### src/rtl/sram_port_clr_pkg.sv
// Shared types and helpers for the clearable single-port RAM.
package sram_port_pkg;

  typedef enum logic {
    SWEEP = 1'b0,
    IDLE  = 1'b1
  } state_t;

  function automatic int lane_count(input int data_width);
    return data_width / 8;
  endfunction

endpackage

### src/rtl/sram_port_clr_if.sv
// Strobe/acknowledge request port of the clearable RAM, plus clear/busy control.
interface sram_port_clr_if
  import sram_port_pkg::*;
#(
  parameter int DATA_WIDTH = 8,
  parameter int ADDR_WIDTH = 4
);
  localparam int LANES = lane_count(DATA_WIDTH);

  logic [ADDR_WIDTH-1:0] adr;
  logic [DATA_WIDTH-1:0] dat_w;
  logic [LANES-1:0]      sel;
  logic                  we;
  logic                  stb;
  logic                  ack;
  logic [DATA_WIDTH-1:0] dat_r;
  logic                  clr;
  logic                  busy;

  modport master (output adr, dat_w, sel, we, stb, clr, input ack, dat_r, busy);
  modport slave  (input adr, dat_w, sel, we, stb, clr, output ack, dat_r, busy);
endinterface

### src/rtl/sram_port_clr_array.sv
// Storage core: one byte-wide array per lane, write on the edge, read from a registered address.
module sram_array
  import sram_port_pkg::*;
#(
  parameter int DATA_WIDTH = 8,
  parameter int ADDR_WIDTH = 4
) (
  input  logic                             clk,
  input  logic [lane_count(DATA_WIDTH)-1:0] we,
  input  logic                             re,
  input  logic [ADDR_WIDTH-1:0]            addr,
  input  logic [DATA_WIDTH-1:0]            wdata,
  output logic [DATA_WIDTH-1:0]            rdata
);
  localparam int LANES = lane_count(DATA_WIDTH);
  localparam int DEPTH = 2 ** ADDR_WIDTH;

  logic [ADDR_WIDTH-1:0] addr_reg;

  always_ff @(posedge clk) begin
    if (re) addr_reg <= addr;
  end

  // No reset here so the lanes map onto RAM primitives.
  for (genvar gi = 0; gi < LANES; gi++) begin : g_lane
    logic [7:0] mem [DEPTH];

    always_ff @(posedge clk) begin
      if (we[gi]) mem[addr] <= wdata[8*gi +: 8];
    end

    assign rdata[8*gi +: 8] = mem[addr_reg];
  end
endmodule

### src/rtl/sram_port_clr.sv
// Single-port RAM with strobe/ack handshake, byte enables, optional output register
// and a clear engine that sweeps every location to INIT_VALUE.
module sram_port_clr
  import sram_port_pkg::*;
#(
  parameter int                    DATA_WIDTH = 8,
  parameter int                    ADDR_WIDTH = 4,
  parameter logic [DATA_WIDTH-1:0] INIT_VALUE = '0,
  parameter bit                    READ_REG   = 1'b0
) (
  input logic         clk,
  input logic         rst,
  sram_port_clr_if.slave bus
);
  localparam int LANES = lane_count(DATA_WIDTH);

  state_t                state_reg;
  logic [ADDR_WIDTH:0]   cnt_reg;
  logic [ADDR_WIDTH:0]   cnt_next;
  logic                  busy_reg;

  logic                  accept;
  logic                  wack_reg;
  logic                  rv1_reg;
  logic                  rv2_reg;
  logic [DATA_WIDTH-1:0] dat_out_reg;
  logic [DATA_WIDTH-1:0] rd_data;

  logic [LANES-1:0]      mem_we;
  logic                  mem_re;
  logic [ADDR_WIDTH-1:0] mem_addr;
  logic [DATA_WIDTH-1:0] mem_wdata;

  // clr wins over a same-cycle strobe, which is then dropped.
  assign accept   = bus.stb && (state_reg == IDLE) && !bus.clr;
  assign cnt_next = cnt_reg + 1'b1;

  always_comb begin
    mem_we    = '0;
    mem_re    = accept && !bus.we;
    mem_addr  = bus.adr;
    mem_wdata = bus.dat_w;
    if (state_reg == SWEEP) begin
      mem_we    = '1;
      mem_addr  = cnt_reg[ADDR_WIDTH-1:0];
      mem_wdata = INIT_VALUE;
    end else if (accept && bus.we) begin
      mem_we = bus.sel;
    end
  end

  // MSB of the counter flags that the last address has been written.
  always_ff @(posedge clk or posedge rst) begin
    if (rst) begin
      state_reg <= SWEEP;
      cnt_reg   <= '0;
      busy_reg  <= 1'b1;
    end else if (state_reg == SWEEP) begin
      cnt_reg <= cnt_next;
      if (cnt_next[ADDR_WIDTH]) begin
        state_reg <= IDLE;
        busy_reg  <= 1'b0;
      end
    end else if (bus.clr) begin
      state_reg <= SWEEP;
      cnt_reg   <= '0;
      busy_reg  <= 1'b1;
    end
  end

  always_ff @(posedge clk or posedge rst) begin
    if (rst) begin
      wack_reg    <= 1'b0;
      rv1_reg     <= 1'b0;
      rv2_reg     <= 1'b0;
      dat_out_reg <= '0;
    end else begin
      wack_reg <= accept && bus.we;
      rv1_reg  <= accept && !bus.we;
      rv2_reg  <= rv1_reg;
      if (rv1_reg) dat_out_reg <= rd_data;
    end
  end

  sram_array #(
    .DATA_WIDTH(DATA_WIDTH),
    .ADDR_WIDTH(ADDR_WIDTH)
  ) u_array (
    .clk  (clk),
    .we   (mem_we),
    .re   (mem_re),
    .addr (mem_addr),
    .wdata(mem_wdata),
    .rdata(rd_data)
  );

  // With READ_REG a write issued right after a read shares its ack cycle.
  assign bus.ack   = wack_reg | (READ_REG ? rv2_reg : rv1_reg);
  assign bus.dat_r = (!READ_REG && rv1_reg) ? rd_data : dat_out_reg;
  assign bus.busy  = busy_reg;
endmodule
### src/flat_wrapper.sv
// flat-port wrapper written by rule: the top's interface ports become plain ports
module sram_port_clr_flat import sram_port_pkg::*;
#(
  parameter int                    DATA_WIDTH = 8,
  parameter int                    ADDR_WIDTH = 4,
  parameter logic [DATA_WIDTH-1:0] INIT_VALUE = '0,
  parameter bit                    READ_REG   = 1'b0
)
  (clk, rst, bus_adr, bus_dat_w, bus_sel, bus_we, bus_stb, bus_clr, bus_ack, bus_dat_r, bus_busy);
  sram_port_clr_if #(.DATA_WIDTH(DATA_WIDTH), .ADDR_WIDTH(ADDR_WIDTH)) bus_i ();
  input logic clk;
  input logic rst;
  input wire logic [$bits(bus_i.adr)-1:0] bus_adr;
  input wire logic [$bits(bus_i.dat_w)-1:0] bus_dat_w;
  input wire logic [$bits(bus_i.sel)-1:0] bus_sel;
  input wire logic [$bits(bus_i.we)-1:0] bus_we;
  input wire logic [$bits(bus_i.stb)-1:0] bus_stb;
  input wire logic [$bits(bus_i.clr)-1:0] bus_clr;
  output wire logic [$bits(bus_i.ack)-1:0] bus_ack;
  output wire logic [$bits(bus_i.dat_r)-1:0] bus_dat_r;
  output wire logic [$bits(bus_i.busy)-1:0] bus_busy;
  assign bus_i.adr = bus_adr;
  assign bus_i.dat_w = bus_dat_w;
  assign bus_i.sel = bus_sel;
  assign bus_i.we = bus_we;
  assign bus_i.stb = bus_stb;
  assign bus_i.clr = bus_clr;
  assign bus_ack = bus_i.ack;
  assign bus_dat_r = bus_i.dat_r;
  assign bus_busy = bus_i.busy;
  sram_port_clr #(.DATA_WIDTH(DATA_WIDTH), .ADDR_WIDTH(ADDR_WIDTH), .INIT_VALUE(INIT_VALUE), .READ_REG(READ_REG)) u_core (.clk(clk), .rst(rst), .bus(bus_i));
endmodule
### config.mk
export PLATFORM = sky130hd
export DESIGN_NAME = sram_port_clr_flat
export DESIGN_NICKNAME = d
export VERILOG_FILES = /design/src/rtl/sram_port_clr_pkg.sv /design/src/rtl/sram_port_clr_if.sv /design/src/rtl/sram_port_clr_array.sv /design/src/rtl/sram_port_clr.sv /design/src/flat_wrapper.sv
export SDC_FILE = /design/constraint.sdc
export NUM_CORES = 1
export LEC_CHECK = 0
export ABC_AREA = 0
export CAP_MARGIN = 20
export CORE_UTILIZATION = 25
export DETAILED_ROUTE_END_ITERATION = 7
export GPL_TIMING_DRIVEN = 0
export PLACE_DENSITY_LB_ADDON = 0.25
export SLEW_MARGIN = 5
export SYNTH_ARGS = -nofsm -noshare
export SYNTH_HDL_FRONTEND = slang
export SYNTH_SLANG_ARGS = --single-unit
### constraint.sdc
create_clock -name clk -period 3.83 [get_ports clk]
set_clock_uncertainty 0.05 [all_clocks]
set_input_delay 0.383 -clock clk [delete_from_list [all_inputs] [get_ports clk]]
set_output_delay 0.383 -clock clk [all_outputs]
set_load 0.005 [all_outputs]
After elaboration in Yosys (flattened, before gate mapping)
Memory sizes are Yosys's and may differ from the RTL's. A register that Yosys moved wholly into a read port is not among the register bits.
Index checks and enable logic that the tools add are counted.
{"block": "word_totals", "ff_bits": 21, "latchBits": 0, "mem_bits_rw": 128, "rom_bits": 0, "output_inout_bits": 10, "wordCells": 35, "n_memories": 1}
{"memory": "u_core.u_array.g_lane[0].mem", "words": 16, "word_bits": 8, "read_ports": 1, "rd_clocked_by_memory_dff": 1, "write_ports": 1, "line": "sram_port_clr_array.sv:26", "text": "logic [7:0] mem [DEPTH];"}
{"block": "op_classes", "n_addsub": 1, "mul": 0, "n_div": 0, "magnitude_cmp": 0, "eq_ne": 1, "shifts": 0, "n_mux": 16, "n_bitwise": 1, "n_reduce_logical": 8}
{"operator": "8-bit 2-to-1 mux", "count": 2}
{"operator": "1-bit 2-to-1 mux", "count": 10}
{"operator": "5-bit 2-to-1 mux", "count": 2}
{"operator": "4-bit 2-to-1 mux", "count": 2}
{"operator": "5-bit by 1-bit adder with 5-bit output, second input constant", "count": 1}
{"operator": "1-bit logical AND", "count": 4}
{"operator": "1-bit logical NOT", "count": 2}
{"operator": "2-bit != test, second input constant", "count": 1}
{"operator": "2-bit AND reduction", "count": 1}
{"operator": "2-bit nonzero test", "count": 1}
{"operator": "1-bit bitwise OR", "count": 1}

Longest topological paths before layout
Gate-level depths: netlist of run 1.
{"block": "logic_depth", "word_depth": 7, "ltp_mapped": 6}

Hierarchy
From an unflattened synthesis of run 1, not the netlist that was laid out.
{"block": "unflattened", "cells_unflattened": 302, "area_unflattened_um2": 6038.3}
{"module": "sram_array", "n_inst": 1, "cells_per_inst": 233, "area_each_um2": 5232.5, "seq_area_each_um2": 4043.9}
{"module": "sram_port_clr", "n_inst": 1, "cells_per_inst": 69, "area_each_um2": 805.8, "seq_area_each_um2": 426.7}

Worst setup path after synthesis of run 1
No wires, ideal clock.
{"block": "synth_timing", "path_type": "reg2reg", "startpoint": "register u_core.state_reg", "endpoint": "memory u_core.u_array.g_lane[0].mem[8][0] (enable)", "setup_ns": 0.370, "arrival_time_ns": 1.429, "required_ns": 3.410, "path_slack_ns": 1.980, "path_stages_with_launch": 5, "path_buffers": 1, "period_less_slack_ns": 1.850, "cell_sequence": "dfrtp_1 -> buf_2 -> mux2i_1 -> nand2_1 -> nor2_1"}
{"block": "synth_via", "elab_chain_len": 7, "word_cells_on_any_way": 8}
{"element": "start, declared", "line": "sram_port_clr.sv:17", "text": "state_t state_reg;"}
{"element": "start signal, assigned", "line": "sram_port_clr.sv:55", "text": "state_reg <= SWEEP;"}
{"element": "start signal, assigned", "line": "sram_port_clr.sv:61", "text": "state_reg <= IDLE;"}
{"element": "start signal, assigned", "line": "sram_port_clr.sv:65", "text": "state_reg <= SWEEP;"}
{"element": "1-bit logical AND (2 in series)", "line": "sram_port_clr.sv:35", "text": "assign accept = bus.stb && (state_reg == IDLE) && !bus.clr;"}
{"element": "1-bit logical AND", "line": "sram_port_clr.sv:47", "text": "end else if (accept && bus.we) begin"}
{"element": "1-bit 2-to-1 mux", "line": "sram_port_clr.sv:47"}
{"element": "1-bit 2-to-1 mux", "line": "sram_port_clr.sv:43", "text": "if (state_reg == SWEEP) begin"}
{"element": "1-bit 2-to-1 mux", "line": "sram_port_clr_array.sv:29", "text": "if (we[gi]) mem[addr] <= wdata[8*gi +: 8];"}
{"element": "1-bit 2-to-1 mux (not written as such)", "line": "sram_port_clr_array.sv:29"}
{"element": "end, declared", "line": "sram_port_clr_array.sv:26"}
Parallel ways exist; a longest one is shown, timed or not.

==> reports/results.tsv, run 1 <==
stage	metric	value	unit
floorplan	die_w	157.7	µm
route	wl	13230	µm
synth	syn_nets	331	
power	ir_drop	0.0002793	V
flow_run	maxCapViolations	0	
clock_tree	insertion_delay	420	ps
cells_and_area	fin_cells	690	
timing	slew_viol_final	0	
place	place_hpwl	8790	µm
grt	grt.overflow.total	0	
setup_path	cp_data_arrival_time	2580	ps
clock_tree	cts_hold_buffers	0	
hold_path	hp-class	primary input to asynchronous set/reset pin	
grt	grt_first_pass_wirelength	19750	µm
synth	ys.flop_type	edfxtp_1	
place	port_buffers	27	
route	viasPerCell	4.326	
route	drc	0	
cells_and_area	largest_register_ffs	128	
power	p_per_area	663.3	mW/mm²
setup_path	crit_type	flop to primary output	
grt	grt_usage	0.1159	
setup_path	crit_path_start_kind	flop	
place	gp_congestion	0.7782	
synth	synth_cell_type_count	36	
grt	grt_max_degree	18	
synth	synthAdderAreaFrac	0.002064	
synth	synthMuxAreaShare	0.1428	
cells_and_area	layout-drive-gt1-share	0.1995	
synth	synth-simple-area-share	0.04355	
synth	ys_seq_area_frac	0.7375	
outcome	outcome	completed	
clock_tree	cts_resized	0	
power	power.total	4.810	mW
timing	setup_viol	0	
timing	period_share	0.7870	
synth	synth_compound_area_frac	0.04561	
synth	synth_top_family_by_area	multiplexers	
setup_path	crit_required	3400	ps
clock_tree	clockBufferDepth	2	
setup_path	crit_path_end_kind	primary output	
timing	min_period	3014	ps
synth	synth_top_area_share	0.6539	
timing	relSlewSlack	0.4161	
synth	synth_area_leader_cell	edfxtp_1	
synth	synth_most_common_cell	edfxtp_1	
route	first_iter_violations	168	
timing	fmax	331.8	MHz
power	power.leakage	2.430	nW
synth	syn_avg_cell_area	19.43	µm²
cells_and_area	layout.nets	377	
floorplan	die_area	0.02488	mm²
clock_tree	cts_root_buf	clkbuf_16	
clock_tree	post_cts_buffers	0	
floorplan	core	0.02361	mm²
setup_path	r2r_slack	1370	ps
setup_path	reg2reg_depth	4	
synth	async_reset_ff_frac	0.1111	
clock_tree	clk_pin_slew	60	ps
setup_path	r2r-end	u_core.u_array.g_lane[0].mem[6][2]	
synth	yosys-top-cells-count	edfxtp_1, nor2_1, mux4_2	
synth	syn_inst	312	
synth	synth_xor_xnor_area_share	0.001445	
cells_and_area	synthToLayoutAreaGrowth	19.63	%
floorplan	initial_utilization	0.2567	
floorplan	rows	56	
route	routedWlPerCell	19.18	µm
timing	finalHoldViolations	0	
synth	synth_edf_count	132	
synth	netlist_area	0.006062	mm²
synth	yosys_warnings	0	
place	dp.cells	658	
setup_path	r2r-start	u_core.state_reg	
synth	synth.top_cells.by_area	edfxtp_1, mux4_2, dfrtp_1	
clock_tree	cts_made_buffers	17	
route	vias	2985	
synth	synth_seq_cells	153	
timing	worst_pin_slew	872.6	ps
floorplan	fp.dieH	157.7	µm
route	route.antenna.remaining_nets	0	
timing	tns	0	ps
clock_tree	h-tree-depth	4	
clock_tree	cts_sinks	153	
timing	rsz0062_at_grt	false	
grt	antenna_found_initial	1	
floorplan	io-pin-count	28	
cells_and_area	final_core_util	0.3071	
cells_and_area	diodes	0	
grt	grt_pass1_vias	3088	
setup_path	path_max_fanout	10	
clock_tree	cts_tree	yes	
route	first_pass_iters	5	
-- power by group --
group	internal (mW)	switching, mW
Clock	0.875	0.619
Combinational	0.364	0.622
Sequential	2.24	0.0920
-- cells in the final DEF (no fill, tap or decap), types with 5 or more instances in the layout --
| master | Yosys | routed |
|---|---|---|
| nand2_1 | 7 | 7 |
| edfxtp_1 | 132 | 132 |
| a221oi_2 | 8 | 8 |
| dfrtp_1 | 16 | 16 |
| and2_1 | 9 | 9 |
| mux4_2 | 28 | 28 |
| mux2i_1 | 13 | 13 |
| buf_6 | 5 | 5 |
| clkbuf_1 | 3 | 6 |
| o22ai_1 | 8 | 8 |
| clkdlybuf4s50_1 | 0 | 27 |
| clkinv_1 | 1 | 6 |
| o21ai_0 | 5 | 5 |
| clkbuf_16 | 0 | 17 |
| inv_1 | 5 | 5 |
| nor2_1 | 30 | 30 |
-- kinds of logic after synthesis --
logic type,Yosys count
xor gates and xnor gates,1
buffers and inverters,23
and+or+nand+nor,56
DFF,153
AOI/OAI and AO/OA,33
muxes,45
adders and majority gates,1
-- area by class of cell --
| type | count | area [µm²] |
|---|---|---|
| Tap cell | 319 | 399.1 |
| Clock inverter | 12 | 83.83 |
| Inverter | 6 | 22.52 |
| Clock buffer | 20 | 436.7 |
| Sequential cell | 153 | 4471 |
| Timing Repair Buffer | 27 | 270.3 |
| Multi-Input combinational cell | 136 | 1428 |
| Buffer | 17 | 141.4 |
| Fill cell | 2304 | 16360 |
-- worst max-delay path: stages, from the launching register on --
cell and delay, ps:
dfxtp_1 320, buf_6 150, buf_12 160, mux4_2 560, o22ai_1 340, a221oi_2 120
clkdlybuf4s50_1 500
-- per-layer routing --
layer  wire (µm)  GRT usage  vias to the layer above
met3         528    0.02902                       17
li1            -          -                     1347
met5           0          0                        -
met4         231    0.04669                        0
met1        6700     0.1704                     1552
met2        5773     0.1611                       69
-- metrics by stage --
step	area (µm²)	worst slack (ps)	hold WS, ps
after floorplan	6062	1980	258.3
after global placement	6731	1102	424.5
after detailed placement	6731	1072	432.7
after CTS	7252	781.2	366.0
after global routing	7252	727.3	398.6
final	7252	815.9	343.3
-- worst max-delay path by stage --
stage / end / start / slack (ps)
4_1_cts: bus_dat_r[2] / flop / 780
3_3_place_gp: u_core.u_array.g_lane[0].mem[6][2] / bus_clr / 1100
6_report: bus_dat_r[2] / flop / 820
5_1_grt: bus_dat_r[1] / flop / 730
2_1_floorplan: u_core.u_array.g_lane[0].mem[8][0] / u_core.state_reg / 1980
3_5_place_dp: u_core.u_array.g_lane[0].mem[6][2] / bus_clr / 1070
Power figures use the tool's default switching activity.
==> run 2: changes to the inputs <==
==> constraint.sdc (replaced) <==
create_clock -name clk -period 2.4 [get_ports clk]
set_clock_uncertainty 0.05 [all_clocks]
set_input_delay 0.24 -clock clk [delete_from_list [all_inputs] [get_ports clk]]
set_output_delay 0.24 -clock clk [all_outputs]
set_load 0.005 [all_outputs]
==> reports/results.tsv, run 2 (same netlist as run 1, synthesis figures left out) <==
stage	metric	value	unit
setup_path	reg2reg_depth	4	
route	route.antenna.remaining_nets	0	
setup_path	r2r-start	u_core.state_reg	
clock_tree	cts_made_buffers	17	
place	port_buffers	27	
clock_tree	cts_hold_buffers	0	
cells_and_area	layout-drive-gt1-share	0.3369	
setup_path	crit_type	flop to primary output	
timing	relSlewSlack	0.4659	
grt	grt_max_degree	18	
power	power.internal	5.602	mW
hold_path	hp-class	primary input to asynchronous set/reset pin	
route	viasPerCell	4.325	
timing	min_period	2431	ps
route	wl	13530	µm
power	ir_drop	0.0004531	V
cells_and_area	num-fill-cells	2285	
route	drc	0	
power	clockPowerShare	0.303	
power	p_seq_frac	0.474	
power	power_frac_comb	0.222	
cells_and_area	seqCellArea	0.004473	mm²
setup_path	r2r_slack	110	ps
clock_tree	clockBufferDepth	2	
place	place_area	0.006731	mm²
place	gp_congestion	0.7782	
cells_and_area	design_area	0.007571	mm²
route	routedWlPerCell	19.43	µm
power	power.leakage	2.507	nW
clock_tree	cts_tree	yes	
floorplan	io-pin-count	28	
timing	worst_slack	-31.13	ps
setup_path	r2r-end	u_core.u_array.g_lane[0].mem[13][3]	
route	vias	3010	
timing	worst_pin_slew	801.1	ps
grt	grt_first_pass_wirelength	20120	µm
cells_and_area	multi_input_area	0.001620	mm²
route	first_iter_violations	153	
timing	finalHoldViolations	0	
setup_path	crit_path_end_kind	primary output	
timing	fmax	411.3	MHz
timing	setup_viol	1	
timing	whs	204.0	ps
power	p_per_area	1036	mW/mm²
place	place_hpwl	8790	µm
outcome	outcome	complete, but fails checks	
cells_and_area	largest_register_ffs	128	
clock_tree	cts_root_buf	clkbuf_16	
setup_path	crit_path_start_kind	flop	
timing	rsz0062_at_grt	true	
floorplan	fp.dieH	157.7	µm
clock_tree	cts_sinks	153	
floorplan	die_area	0.02488	mm²
power	switching_share	0.2858	
floorplan	initial_utilization	0.2567	
floorplan	core	0.02361	mm²
grt	grt_pass1_vias	3142	
setup_path	crit_required	2110	ps
outcome	violations	negative setup slack	
clock_tree	h-tree-depth	4	
cells_and_area	diodes	0	
timing	slew_viol_final	0	
grt	grt.overflow.total	0	
setup_path	path_max_fanout	6	
setup_path	cp_data_arrival_time	2140	ps
timing	period_share	1.013	
grt	grt_usage	0.1183	
cells_and_area	layout.nets	383	
clock_tree	clk_pin_slew	60	ps
cells_and_area	mostFrequentLayoutCells	edfxtp_1, mux4_2, clkdlybuf4s50_1, clkbuf_16	
route	first_pass_iters	5	
floorplan	die_w	157.7	µm
cells_and_area	synthToLayoutAreaGrowth	24.89	%
power	switching_power	2.241	mW
cells_and_area	layout_commonest_cell	edfxtp_1	
place	dp_slack	-214.7	ps
floorplan	rows	56	
grt	antenna_found_initial	1	
flow_run	maxCapViolations	0	
clock_tree	insertion_delay	420	ps
## run 2: cell count changes in the layout (fill, tap and decap cells not counted), sizes merged
| cell | change |
|---|---|
| clkbuf | +3 |
| buf | +11 |
| clkdlybuf4s50 | -8 |
## run 2: how the worst max path moves through the flow
stage | depth (start not counted) | slack [ps] | end | startpoint
6_report | 7 | -30 | bus_dat_r[5] | flop
5_1_grt | 7 | -90 | bus_dat_r[5] | flop
4_1_cts | 6 | -100 | bus_dat_r[1] | flop
3_5_place_dp | 4 | -210 | u_core.u_array.g_lane[0].mem[6][2] | bus_clr
3_3_place_gp | 4 | -180 | u_core.u_array.g_lane[0].mem[6][2] | bus_clr
2_1_floorplan | 4 | 550 | u_core.u_array.g_lane[0].mem[8][0] | u_core.state_reg
## run 2: power groups by stage
stage               Clock (mW)  Combinational (mW)  Sequential, mW
global route              2.54                1.91            3.77
detailed placement           0                1.61            3.77
finish                    2.38                1.74            3.72
CTS                       2.43                1.73            3.72
global placement             0                1.57            3.75
floorplan                    0               0.962            3.72
## run 2: final cells by class
| type | count | area share |
|---|---|---|
| Sequential cell | 153 | 0.5908 |
| Multi-Input combinational cell | 136 | 0.2140 |
| Clock buffer | 20 | 0.05768 |
| Tap cell | 319 | 0.05272 |
| Timing Repair Buffer | 37 | 0.04958 |
| Buffer | 13 | 0.02115 |
| Clock inverter | 12 | 0.01107 |
| Inverter | 6 | 0.002975 |
## run 2: stage by stage
| step | instances | setup TNS (ps) | utilization | total power [mW] |
|---|---|---|---|---|
| CTS | 694 | -286.6 | 0.3173 | 7.882 |
| floorplan | 312 | 0 | - | 4.677 |
| global placement | 658 | -18140 | 0.2851 | 5.314 |
| global route | 696 | -5069 | 0.3206 | 8.215 |
| detailed placement | 658 | -17600 | 0.2851 | 5.383 |
| finish | 696 | -31.13 | 0.3206 | 7.843 |
## run 2: worst max-delay path, stage by stage (launching register included)
cell,delay (ps)
dfxtp_2,330
buf_8,140
buf_12,130
buf_6,90
mux4_2,530
mux2i_2,210
a221oi_2,110
buf_2,170
## run 2: routing by layer
layer | GRT usage | wire length (µm)
met2 | 0.1684 | 6001
met5 | 0 | 0
met4 | 0.04901 | 214
met1 | 0.1723 | 6737
met3 | 0.02573 | 571
## run 2: timing repair
item / CTS / global route
buffers inserted: 6 / 2
cloned: 1 / 1
gates resized for setup: 74 / 13
setup endpoints to repair: 104 / 109
pin swaps: 12 / 8
==> run 3: changes to the inputs <==
--- a/config.mk
+++ b/config.mk
@@ -7,7 +7,7 @@
 export LEC_CHECK = 0
 export ABC_AREA = 0
 export CAP_MARGIN = 20
-export CORE_UTILIZATION = 25
+export CORE_UTILIZATION = 40
 export DETAILED_ROUTE_END_ITERATION = 7
 export GPL_TIMING_DRIVEN = 0
 export PLACE_DENSITY_LB_ADDON = 0.25
==> reports/results.tsv, run 3 (same netlist as run 1, synthesis figures left out) <==
stage	metric	value	unit
cells_and_area	layout_commonest_cell	edfxtp_1	
clock_tree	cts_tree	yes	
clock_tree	clockBufferDepth	2	
clock_tree	cts_hold_buffers	0	
timing	worst_slack	-15.07	ps
route	vias	3022	
route	route.antenna.remaining_nets	0	
timing	min_period	2415	ps
floorplan	fp.dieH	125.1	µm
place	port_buffers	27	
floorplan	die_w	125.1	µm
route	first_pass_iters	6	
grt	grt_pass1_vias	3106	
floorplan	core	0.01464	mm²
route	drc	6	
cells_and_area	mostFrequentLayoutCells	edfxtp_1, mux4_2, nor2_1, clkdlybuf4s50_1, clkbuf_16	
route	viasPerCell	5.320	
floorplan	initial_utilization	0.4140	
setup_path	r2r-start	u_core.state_reg	
timing	whs	197.0	ps
power	power.total	7.810	mW
floorplan	die_area	0.01565	mm²
route	wl	12150	µm
setup_path	slowest_delay	550	ps
setup_path	crit_path_end_kind	primary output	
setup_path	crit_path_cell_trace	buf_8 -> buf_12 -> buf_12 -> mux4_2 -> o22ai_4 -> a221oi_2 -> buf_2	
place	gp_congestion	0.7955	
cells_and_area	layout-drive-gt1-share	0.3359	
clock_tree	cts_root_buf	clkbuf_16	
grt	grt_usage	0.1673	
clock_tree	cts_sinks	153	
floorplan	io-pin-count	28	
setup_path	r2r-end	u_core.u_array.g_lane[0].mem[9][4]	
timing	period_share	1.006	
setup_path	path_max_fanout	5	
hold_path	hp-class	primary input to asynchronous set/reset pin	
power	power.leakage	2.550	nW
timing	finalHoldViolations	0	
power	p_per_area	1046	mW/mm²
floorplan	rows	44	
timing	slew_viol_final	0	
cells_and_area	num-fill-cells	1193	
power	ir_drop	0.0006967	V
grt	grt_first_pass_wirelength	18230	µm
timing	setup_viol	1	
grt	grt_max_degree	18	
timing	worst_pin_slew	828.5	ps
cells_and_area	final_core_util	0.5099	
route	first_iter_violations	275	
route	routedWlPerCell	21.38	µm
setup_path	crit_type	flop to primary output	
place	place_hpwl	7860	µm
place	dp.cells	523	
cells_and_area	seqCellArea	0.004473	mm²
grt	antenna_found_initial	0	
clock_tree	cts_made_buffers	17	
timing	relSlewSlack	0.4456	
outcome	violations	design-rule violations, negative setup slack	
cells_and_area	multi_input_area	0.001629	mm²
clock_tree	insertion_delay	420	ps
setup_path	crit_required	2110	ps
setup_path	crit_path_start_kind	flop	
clock_tree	clk_pin_slew	60	ps
timing	fmax	414.1	MHz
cells_and_area	layout.nets	390	
cells_and_area	largest_register_ffs	128	
timing	tns	-15.07	ps
setup_path	cp_common_cell	buf_12	
grt	grt.overflow.total	0	
setup_path	r2r_slack	30	ps
outcome	outcome	complete, but fails checks	
clock_tree	h-tree-depth	4	
setup_path	critical_path.slowest_cell	mux4_2	
setup_path	cp_data_arrival_time	2130	ps
timing	rsz0062_at_grt	true	
cells_and_area	fin_cells	568	
setup_path	reg2reg_depth	4	
cells_and_area	synthToLayoutAreaGrowth	23.18	%
flow_run	maxCapViolations	0	
cells_and_area	diodes	0	
run 3: area by class of cell:
class                   count  share of cell area
multi-input cells         136              0.2182
repair buffers             44             0.05831
clock inverters             3            0.002011
clock buffers              29             0.06836
well taps                 184             0.03083
flip-flops and latches    153              0.5990
plain buffers              13             0.02027
inverters                   6            0.003016
run 3: worst max path at each step:
stage                                         endpoint              from  depth (start not counted)
finish                                    bus_dat_r[1]              flop                          7
global route        u_core.u_array.g_lane[0].mem[9][4]  u_core.state_reg                          4
CTS                                       bus_dat_r[2]              flop                          7
detailed placement  u_core.u_array.g_lane[0].mem[3][4]           bus_clr                          4
global placement    u_core.u_array.g_lane[0].mem[3][4]           bus_clr                          4
floorplan           u_core.u_array.g_lane[0].mem[8][0]  u_core.state_reg                          4
run 3: timing repair:
| item | 4_1_cts | 5_1_grt |
|---|---|---|
| gates resized for setup | 61 | 23 |
| pin swaps | 11 | 9 |
| setup endpoints to repair | 16 | 97 |
| gates cloned | 1 | 1 |
| setup buffers | 11 | 4 |
run 3: layer usage:
layer,vias up,track usage,wire [µm]
li1,1373,-,-
met1,1558,0.2260,5577
met2,75,0.2514,5742
met3,16,0.05006,626
met4,0,0.07532,199
met5,-,0,0
run 3: worst max-delay path, delay by kind of cell, from the launching register on:
kind | cells | cell delay [ps]
muxes | 1 | 550
buffers and inverters | 4 | 520
DFF | 1 | 330
AOI/OAI and AO/OA | 2 | 320
run 3: power by group:
group	switching (mW)	internal [mW]	leakage, nW
registers	0.151	3.57	1.47
logic	1.06	0.664	0.821
clock network	0.937	1.43	0.259
run 3: metrics by stage:
| step | area (µm²) | setup slack (ps) |
|---|---|---|
| after CTS | 7356 | -49.87 |
| after detailed placement | 6563 | -134.8 |
| after floorplan | 6062 | 550.4 |
| after global placement | 6563 | -123.5 |
| after global routing | 7467 | -166.9 |
| final | 7467 | -15.07 |
